<file path="config.mk">
export PLATFORM = sky130hd
export DESIGN_NAME = radix2_butterfly_flat
export DESIGN_NICKNAME = d
export VERILOG_FILES = /design/src/rtl/fft_pkg.sv /design/src/rtl/radix2_butterfly_if.sv /design/src/rtl/complex_multiplier.sv /design/src/rtl/radix2_butterfly.sv /design/src/flat_wrapper.sv
export SDC_FILE = /design/constraint.sdc
export NUM_CORES = 2
export LEC_CHECK = 0
export ABC_AREA = 1
export CAP_MARGIN = 20
export CELL_PAD_IN_SITES_DETAIL_PLACEMENT = 1
export CELL_PAD_IN_SITES_GLOBAL_PLACEMENT = 1
export CORE_MARGIN = 10
export CORE_UTILIZATION = 50
export DETAILED_ROUTE_END_ITERATION = 7
export PLACE_DENSITY_LB_ADDON = 0.12
export RECOVER_POWER = 100
export SYNTH_ARGS = -nofsm -noshare
export SYNTH_HDL_FRONTEND = slang
export SYNTH_HIERARCHICAL = 1
export SYNTH_SLANG_ARGS = --single-unit
</file>
<file path="constraint.sdc">
create_clock -name i_clk -period 3.35 [get_ports i_clk]
set_clock_uncertainty 0.2 [all_clocks]
set_input_delay 0.67 -clock i_clk [delete_from_list [all_inputs] [get_ports i_clk]]
set_output_delay 0.67 -clock i_clk [all_outputs]
set_load 0.1 [all_outputs]
</file>
<file path="src/rtl/fft_pkg.sv">
// Shared fixed-point definitions for the FFT datapath: default Q-format,
// complex sample type, and the round/saturate helpers used by every stage.
`default_nettype none

package fft_pkg;

  localparam int I_DEF = 1;
  localparam int F_DEF = 15;
  localparam int W_DEF = I_DEF + F_DEF;

  typedef struct packed {
    logic signed [W_DEF-1:0] re;
    logic signed [W_DEF-1:0] im;
  } cplx_t;

  // Wide working type; comfortably holds a 2W+1-bit product for W up to 31.
  typedef logic signed [63:0] acc_t;

  // Round half-up then arithmetic shift right; sh must be at least 1.
  function automatic acc_t round_shift(input acc_t x, input int sh);
    acc_t bias;
    bias = acc_t'(1) <<< (sh - 1);
    return (x + bias) >>> sh;
  endfunction

  function automatic acc_t saturate(input acc_t x, input int w);
    acc_t hi;
    acc_t lo;
    hi = (acc_t'(1) <<< (w - 1)) - acc_t'(1);
    lo = -(acc_t'(1) <<< (w - 1));
    if (x > hi) begin
      return hi;
    end else if (x < lo) begin
      return lo;
    end
    return x;
  endfunction

endpackage

`default_nettype wire

</file>
<file path="src/rtl/radix2_butterfly_if.sv">
// Data bundle of the radix-2 butterfly: operand inputs and result outputs.
// Element [0] of every pair is the real part, [1] the imaginary part.
`default_nettype none

interface radix2_butterfly_if #(
  parameter int W = fft_pkg::W_DEF
);
  logic signed [W-1:0] i_even [0:1];
  logic signed [W-1:0] i_odd  [0:1];
  logic signed [W-1:0] i_twi  [0:1];
  logic signed [W-1:0] o_top  [0:1];
  logic signed [W-1:0] o_btm  [0:1];

  modport master (
    output i_even, i_odd, i_twi,
    input  o_top, o_btm
  );

  modport slave (
    input  i_even, i_odd, i_twi,
    output o_top, o_btm
  );
endinterface

`default_nettype wire

</file>
<file path="src/rtl/complex_multiplier.sv">
// Registered complex multiply p = a*b with half-up rounding of the Q-format
// product and saturation to W bits; one cycle of latency, gated by i_en.
`default_nettype none

module complex_multiplier
  import fft_pkg::*;
#(
  parameter int I = I_DEF,
  parameter int F = F_DEF,
  localparam int W = I + F
) (
  input  logic                i_clk,
  input  logic                i_rst_n,
  input  logic                i_en,
  input  logic signed [W-1:0] i_a [0:1],
  input  logic signed [W-1:0] i_b [0:1],
  output logic signed [W-1:0] o_p [0:1]
);

  acc_t a_x [0:1];
  acc_t b_x [0:1];
  acc_t prod_re;
  acc_t prod_im;
  acc_t sat_re;
  acc_t sat_im;
  logic signed [W-1:0] p_d [0:1];
  logic signed [W-1:0] p_q [0:1];
  logic unused_hi;

  always_comb begin
    for (int k = 0; k < 2; k++) begin
      a_x[k] = {{(64-W){i_a[k][W-1]}}, i_a[k]};
      b_x[k] = {{(64-W){i_b[k][W-1]}}, i_b[k]};
    end
    prod_re = a_x[0] * b_x[0] - a_x[1] * b_x[1];
    prod_im = a_x[0] * b_x[1] + a_x[1] * b_x[0];
    sat_re  = saturate(round_shift(prod_re, F), W);
    sat_im  = saturate(round_shift(prod_im, F), W);
    p_d = p_q;
    if (i_en) begin
      p_d[0] = sat_re[W-1:0];
      p_d[1] = sat_im[W-1:0];
    end
  end

  // Saturated values are already in range, so the upper bits are pure sign copies.
  assign unused_hi = ^{sat_re[63:W], sat_im[63:W]};

  always_ff @(posedge i_clk or negedge i_rst_n) begin
    if (!i_rst_n) begin
      p_q <= '{default: '0};
    end else begin
      p_q <= p_d;
    end
  end

  assign o_p = p_q;

endmodule

`default_nettype wire

</file>
<file path="src/rtl/radix2_butterfly.sv">
// Two-stage radix-2 DIT butterfly: top = even + odd*twi, btm = even - odd*twi.
// Define BUTTERFLY_SCALE_EN to halve both results (round half-up) before saturation.
`default_nettype none

module radix2_butterfly
  import fft_pkg::*;
#(
  parameter int I = I_DEF,
  parameter int F = F_DEF,
  localparam int W = I + F
) (
  input  logic                  i_clk,
  input  logic                  i_rst_n,
  input  logic                  i_en,
  radix2_butterfly_if.slave     bus
);

  logic signed [W-1:0] odd_w  [0:1];
  logic signed [W-1:0] twi_w  [0:1];
  logic signed [W-1:0] p_w    [0:1];
  logic signed [W-1:0] even_d [0:1];
  logic signed [W-1:0] even_q [0:1];
  logic signed [W-1:0] top_d  [0:1];
  logic signed [W-1:0] top_q  [0:1];
  logic signed [W-1:0] btm_d  [0:1];
  logic signed [W-1:0] btm_q  [0:1];
  acc_t e_x   [0:1];
  acc_t p_x   [0:1];
  acc_t sum_x [0:1];
  acc_t dif_x [0:1];
  acc_t sum_s [0:1];
  acc_t dif_s [0:1];
  logic unused_hi;

  assign odd_w = bus.i_odd;
  assign twi_w = bus.i_twi;

  complex_multiplier #(
    .I (I),
    .F (F)
  ) u_cmul (
    .i_clk   (i_clk),
    .i_rst_n (i_rst_n),
    .i_en    (i_en),
    .i_a     (odd_w),
    .i_b     (twi_w),
    .o_p     (p_w)
  );

  always_comb begin
    even_d = even_q;
    top_d  = top_q;
    btm_d  = btm_q;
    for (int k = 0; k < 2; k++) begin
      e_x[k]   = {{(64-W){even_q[k][W-1]}}, even_q[k]};
      p_x[k]   = {{(64-W){p_w[k][W-1]}}, p_w[k]};
      sum_x[k] = e_x[k] + p_x[k];
      dif_x[k] = e_x[k] - p_x[k];
`ifdef BUTTERFLY_SCALE_EN
      sum_x[k] = round_shift(sum_x[k], 1);
      dif_x[k] = round_shift(dif_x[k], 1);
`endif
      sum_s[k] = saturate(sum_x[k], W);
      dif_s[k] = saturate(dif_x[k], W);
      if (i_en) begin
        even_d[k] = bus.i_even[k];
        top_d[k]  = sum_s[k][W-1:0];
        btm_d[k]  = dif_s[k][W-1:0];
      end
    end
  end

  assign unused_hi = ^{sum_s[0][63:W], sum_s[1][63:W], dif_s[0][63:W], dif_s[1][63:W]};

  // Even operand is delayed one stage so it lines up with the registered product.
  always_ff @(posedge i_clk or negedge i_rst_n) begin
    if (!i_rst_n) begin
      even_q <= '{default: '0};
      top_q  <= '{default: '0};
      btm_q  <= '{default: '0};
    end else begin
      even_q <= even_d;
      top_q  <= top_d;
      btm_q  <= btm_d;
    end
  end

  assign bus.o_top = top_q;
  assign bus.o_btm = btm_q;

endmodule

`default_nettype wire

</file>
<file path="src/flat_wrapper.sv">
// flat-port wrapper written by rule: the top's interface ports become plain ports
module radix2_butterfly_flat import fft_pkg::*;
#(
  parameter int I = I_DEF,
  parameter int F = F_DEF,
  localparam int W = I + F
)
  (i_clk, i_rst_n, i_en, bus_i_even, bus_i_odd, bus_i_twi, bus_o_top, bus_o_btm);
  radix2_butterfly_if #(.W(16)) bus_i ();
  input  logic i_clk;
  input  logic i_rst_n;
  input  logic i_en;
  input wire logic [$bits(bus_i.i_even)-1:0] bus_i_even;
  input wire logic [$bits(bus_i.i_odd)-1:0] bus_i_odd;
  input wire logic [$bits(bus_i.i_twi)-1:0] bus_i_twi;
  output wire logic [$bits(bus_i.o_top)-1:0] bus_o_top;
  output wire logic [$bits(bus_i.o_btm)-1:0] bus_o_btm;
  assign bus_i.i_even = {>>{bus_i_even}};
  assign bus_i.i_odd = {>>{bus_i_odd}};
  assign bus_i.i_twi = {>>{bus_i_twi}};
  assign bus_o_top = {>>{bus_i.o_top}};
  assign bus_o_btm = {>>{bus_i.o_btm}};
  radix2_butterfly #(.I(I), .F(F)) u_core (.i_clk(i_clk), .i_rst_n(i_rst_n), .i_en(i_en), .bus(bus_i));
endmodule
</file>
==> run metrics, run 1 <==
status=aborted with a tool error; Exit stage=global routing (5_1_grt); Err=[ERROR GRT-0232] Routing congestion too high. Check the congestion heatmap in the GUI.; total CTS buffers=17; YS warnings=6; post-GRT worst EP=u_core/u_cmul/o_p[4]$_DFFE_PN0P_/D; Post-Synthesis Cell Area=roughly 0.052 sq mm; Max Root-Sink Buffers=2; adder and majority gate portion of the synthesized area=a little over half; Worst EP kind=register data pin; ys flop type=dfrtp_1; Area contributors post-synth=fa_1 (43%), inv_1 (13%), nand2_1 (12%); main combinational cell family by area after synthesis=adder cells; detailed placer's ending HPWL=around 170000 microns; H-tree levels=4; PortBufs=between 150 and 200; post-synth top area share=roughly 43%; post-synth cell types=47; Synth Area in XOR/XNOR=roughly 2.6%; Async S/R FF share, synth=100%; cell count after synthesis=6648; Synth Register Bits=between 100 and 150; most numerous cell in the Yosys netlist=inv_1; Clock Sinks=128; Tot GR Track Use=71.2%; grt total ovfl=9; Post-Place Cells=approximately 8.7k; Chip Height=~340 microns; proportion of synthesized area in mux cells=0%; Place WS=-6.03 ns; largest net degree at the start of global routing=between 50 and 60; routability cong.=about 0.93; # IOs=163; Synth Area in Simple Gates=around 18%; Synth Net Count=8323; antenna violations before repair=26; commonest cells in the netlist=inv_1 (1786), nand2_1 (1703), fa_1 (1127); sequential share of the synthesized area=6.12%; Root Driver=clkbuf_16; Die W=around 340 microns; synthesized area per cell=between 7 and 8 sq um; Synth area leader=fa_1; post-synthesis compound-gate area fraction=between 4 and 5%; Post-synth EDFFs=0; Initial Util=50.5%; row count=~120
==> repair_timing <==
action,in CTS
gates cloned,30
hold buffers,1
setup buffers,148
pin swaps,277
endpoints found under the setup margin,32
resized for setup,736
hold endpoints to repair,25
==> stage by stage <==
stage	cell area [sq um]	hold WS (ns)
after CTS	66500	0.299
after detailed placement	61700	0.283
after global placement	61700	0.278
after floorplan	53500	0.174
==> logic make-up after synthesis <==
| group | after synthesis |
|---|---|
| and+or+nand+nor | 2304 |
| buffers and inverters | 2067 |
| adders and majority gates | 1576 |
| AOI/OAI and AO/OA | 417 |
| xor gates and xnor gates | 156 |
| DFF | 128 |
==> metal layers <==
layer | global-route usage, % | GRT overflow
met2 | 85.2 | 4
met5 | 46.7 | 0
met1 | 67.0 | 0
met3 | 62.6 | 0
met4 | 70.7 | 5
==> inputs of run 2 (changes only) <==
Settings changed: CELL_PAD_IN_SITES_DETAIL_PLACEMENT 1 to unset, CELL_PAD_IN_SITES_GLOBAL_PLACEMENT 1 to unset, CORE_UTILIZATION 50 to 35, PLACE_DENSITY_LB_ADDON 0.12 to 0.15.
==> run metrics, run 2 <==
status=finished, violations left; failing checks=setup timing; MaxCap Viol Count=0; most numerous cell in the Yosys netlist=inv_1; routability cong.=0.894 (-4.2%); Clock Pin Slew Worst Setup and Hold Paths=0.07 ns; 1st-pass router iterations=5; total CTS buffers=17 (unchanged); DRC Markers=0; R2R setup slack=approximately 0.25 ns; Worst slew margin=just under 3%; die area=roughly 0.17 sq mm; Initial Util=35.3% (-15 points); Layout Area Growth over Synthesis=30.3%; main combinational cell family by area after synthesis=adder cells; cell count after synthesis=6648 (unchanged); Worst setup startpoint=bus_i_odd[15]; row count=141 (+19%); CTS tree=done; antenna fix cells=0; Post-synth EDFFs=0 (unchanged); worst endpoint data arrival time=between 8 and 9 ns; critical path startpoint category=input port; CP peak stage delay=~0.63 ns; post-synthesis compound-gate area fraction=4.75% (unchanged); fin crit period=approximately 7.9 ns; Vias=~44k; detailed placer's ending HPWL=145000 microns (-14%); Synth area leader=fa_1; hold depth=2; Clock Sinks=128 (unchanged); Slowest cell on crit path=fa_2; Place WS=-5.71 ns (+0.313 ns); share of layout cells above drive strength 1=between 20% and 30%; H-tree levels=4 (unchanged); # IOs=163 (unchanged); adder and majority gate portion of the synthesized area=53.8% (unchanged); Area contributors post-synth=fa_1 (43%), inv_1 (13%), nand2_1 (12%); worst r2r src=u_core/u_cmul/o_p[0]; Register Area=~0.0032 sq mm; Final Cycle Share=235%; Clock Latency Late Sink=0.45 ns; post-synth top area share=43.1% (unchanged); filler instances=around 15k; Max Root-Sink Buffers=2 (unchanged); final wirelength=176000 microns; Synth Net Count=8323 (unchanged); ys flop type=dfrtp_1; post-synth cell types=47 (unchanged); Post-Synthesis Cell Area=0.0524 sq mm (unchanged); proportion of synthesized area in mux cells=0% (unchanged); Tot GR Track Use=between 20% and 30%; RSZ-0062 raised after global routing=yes; worst setup path end=u_core/u_cmul/o_p[10]; Root Driver=clkbuf_16; sequential share of the synthesized area=6.12% (unchanged); crit path max fanout=8; Multi-input gate area=between 0.04 and 0.05 sq mm; First DRT Iteration DRCs=around 2.1k; largest net degree at the start of global routing=63; commonest non-fill, non-tap cells in the layout=inv_1 (1689), nand2_1 (1570), fa_1 (1053), buf_4 (737), ha_1 (358); worst hold-check slack=~0.31 ns; CP endpoint kind=register; area of placed instances=0.0623 sq mm (+1.1%); R2R depth=13; CP Class=input port to register; Slew @ Worst Pin=approximately 1.5 ns; Synth Area in Simple Gates=17.6% (unchanged); Worst Path Required=approximately 3.5 ns; Async S/R FF share, synth=100% (unchanged); Final Hold Vio Count=0; YS warnings=6 (unchanged); fin nets=~9.2k; Synth Register Bits=128 (unchanged); Final Max Slew Viols=0; Chip Height=407 microns (+18%); vias in the first global route=48.5k; RR Endpoint=u_core/bus.o_top[0]; cell area after layout=between 0.06 and 0.07 sq mm; commonest cells in the netlist=inv_1 (1786), nand2_1 (1703), fa_1 (1127); PortBufs=162 (unchanged); first-pass GRT wire length=roughly 280000 microns; grt total ovfl=0; final worst slack=-4.54 ns; Max Fclk=between 0.1 and 0.15 GHz; Core ar.=approximately 0.15 sq mm; # setup viols final=32; Die W=407 microns (+18%); WL per Instance=18.5 microns; vias per cell=4.64; Post-DRT Antenna Nets=0; commonest non-fill, non-tap cell in the layout=inv_1; Synth Area in XOR/XNOR=2.61% (unchanged); antenna violations before repair=5; synthesized area per cell=7.88 sq um (unchanged); worst min path class=register to register
run 2: worst min-delay path by stage:
stage                               startpoint              endpoint  slack (ns)
final                     u_core/bus.o_top[31]  u_core/bus.o_top[31]        0.31
after global routing      u_core/bus.o_top[29]  u_core/bus.o_top[29]        0.34
after CTS                 u_core/bus.o_top[15]  u_core/bus.o_top[15]        0.31
after detailed placement  u_core/bus.o_top[15]  u_core/bus.o_top[15]        0.29
after global placement    u_core/bus.o_top[15]  u_core/bus.o_top[15]        0.28
after floorplan                        i_rst_n   u_core/bus.o_btm[0]        0.17
run 2: final cells by class:
cell class	instances	area share [%]
repair buffers	1125	15.7
clock inverters	13	0.293
inverters	1822	10.1
clock buffers	19	0.649
flip-flops and latches	128	4.69
multi-input cells	4455	65.0
well taps	1930	3.54
run 2: worst max-delay path, delay by kind of cell:
family	cells	cell delay, ns
AND/OR/NAND/NOR	15	1.54
buffers and inverters	10	0.94
AO/OA/AOI/OAI	5	0.71
adder cells (fa/ha/maj)	9	3.94
XOR/XNOR	1	0.17
run 2: what timing repair did:
action / CTS / global route
setup buffers: 162 / 57
hold endpoints to repair: 15 / 0
resized for setup: 767 / 257
cloned: 25 / 2
hold buffers: 1 / 0
setup endpoints to repair: 32 / 32
pin swaps: 326 / 261
run 2: per-stage QoR:
step	instances	setup TNS [ns]	util, %
6_report	9492	-138.65	46.1
5_1_grt	9492	-146.47	46.1
4_1_cts	9443	-135.50	45.6
3_5_place_dp	9225	-176.22	42.1
3_3_place_gp	9225	-174.58	42.1
2_1_floorplan	6648	-127.29	-
run 2: layer usage:
| metal | wire length (microns) | GRT usage, % |
|---|---|---|
| met4 | 3520 | 3.92 |
| met5 | 13 | 0 |
| met2 | 87000 | 38.0 |
| met3 | 7750 | 2.41 |
| met1 | 77500 | 28.7 |
run 2: logic make-up after synthesis:
kind of cell	Yosys count
AO/OA/AOI/OAI	417
XOR/XNOR	156
adder cells (fa/ha/maj)	1576
buffers and inverters	2067
flip-flops	128
AND/OR/NAND/NOR	2304
Power of run 2 is not shown: default switching activity piles up to over one toggle a cycle in this logic, so the estimate is an artifact.
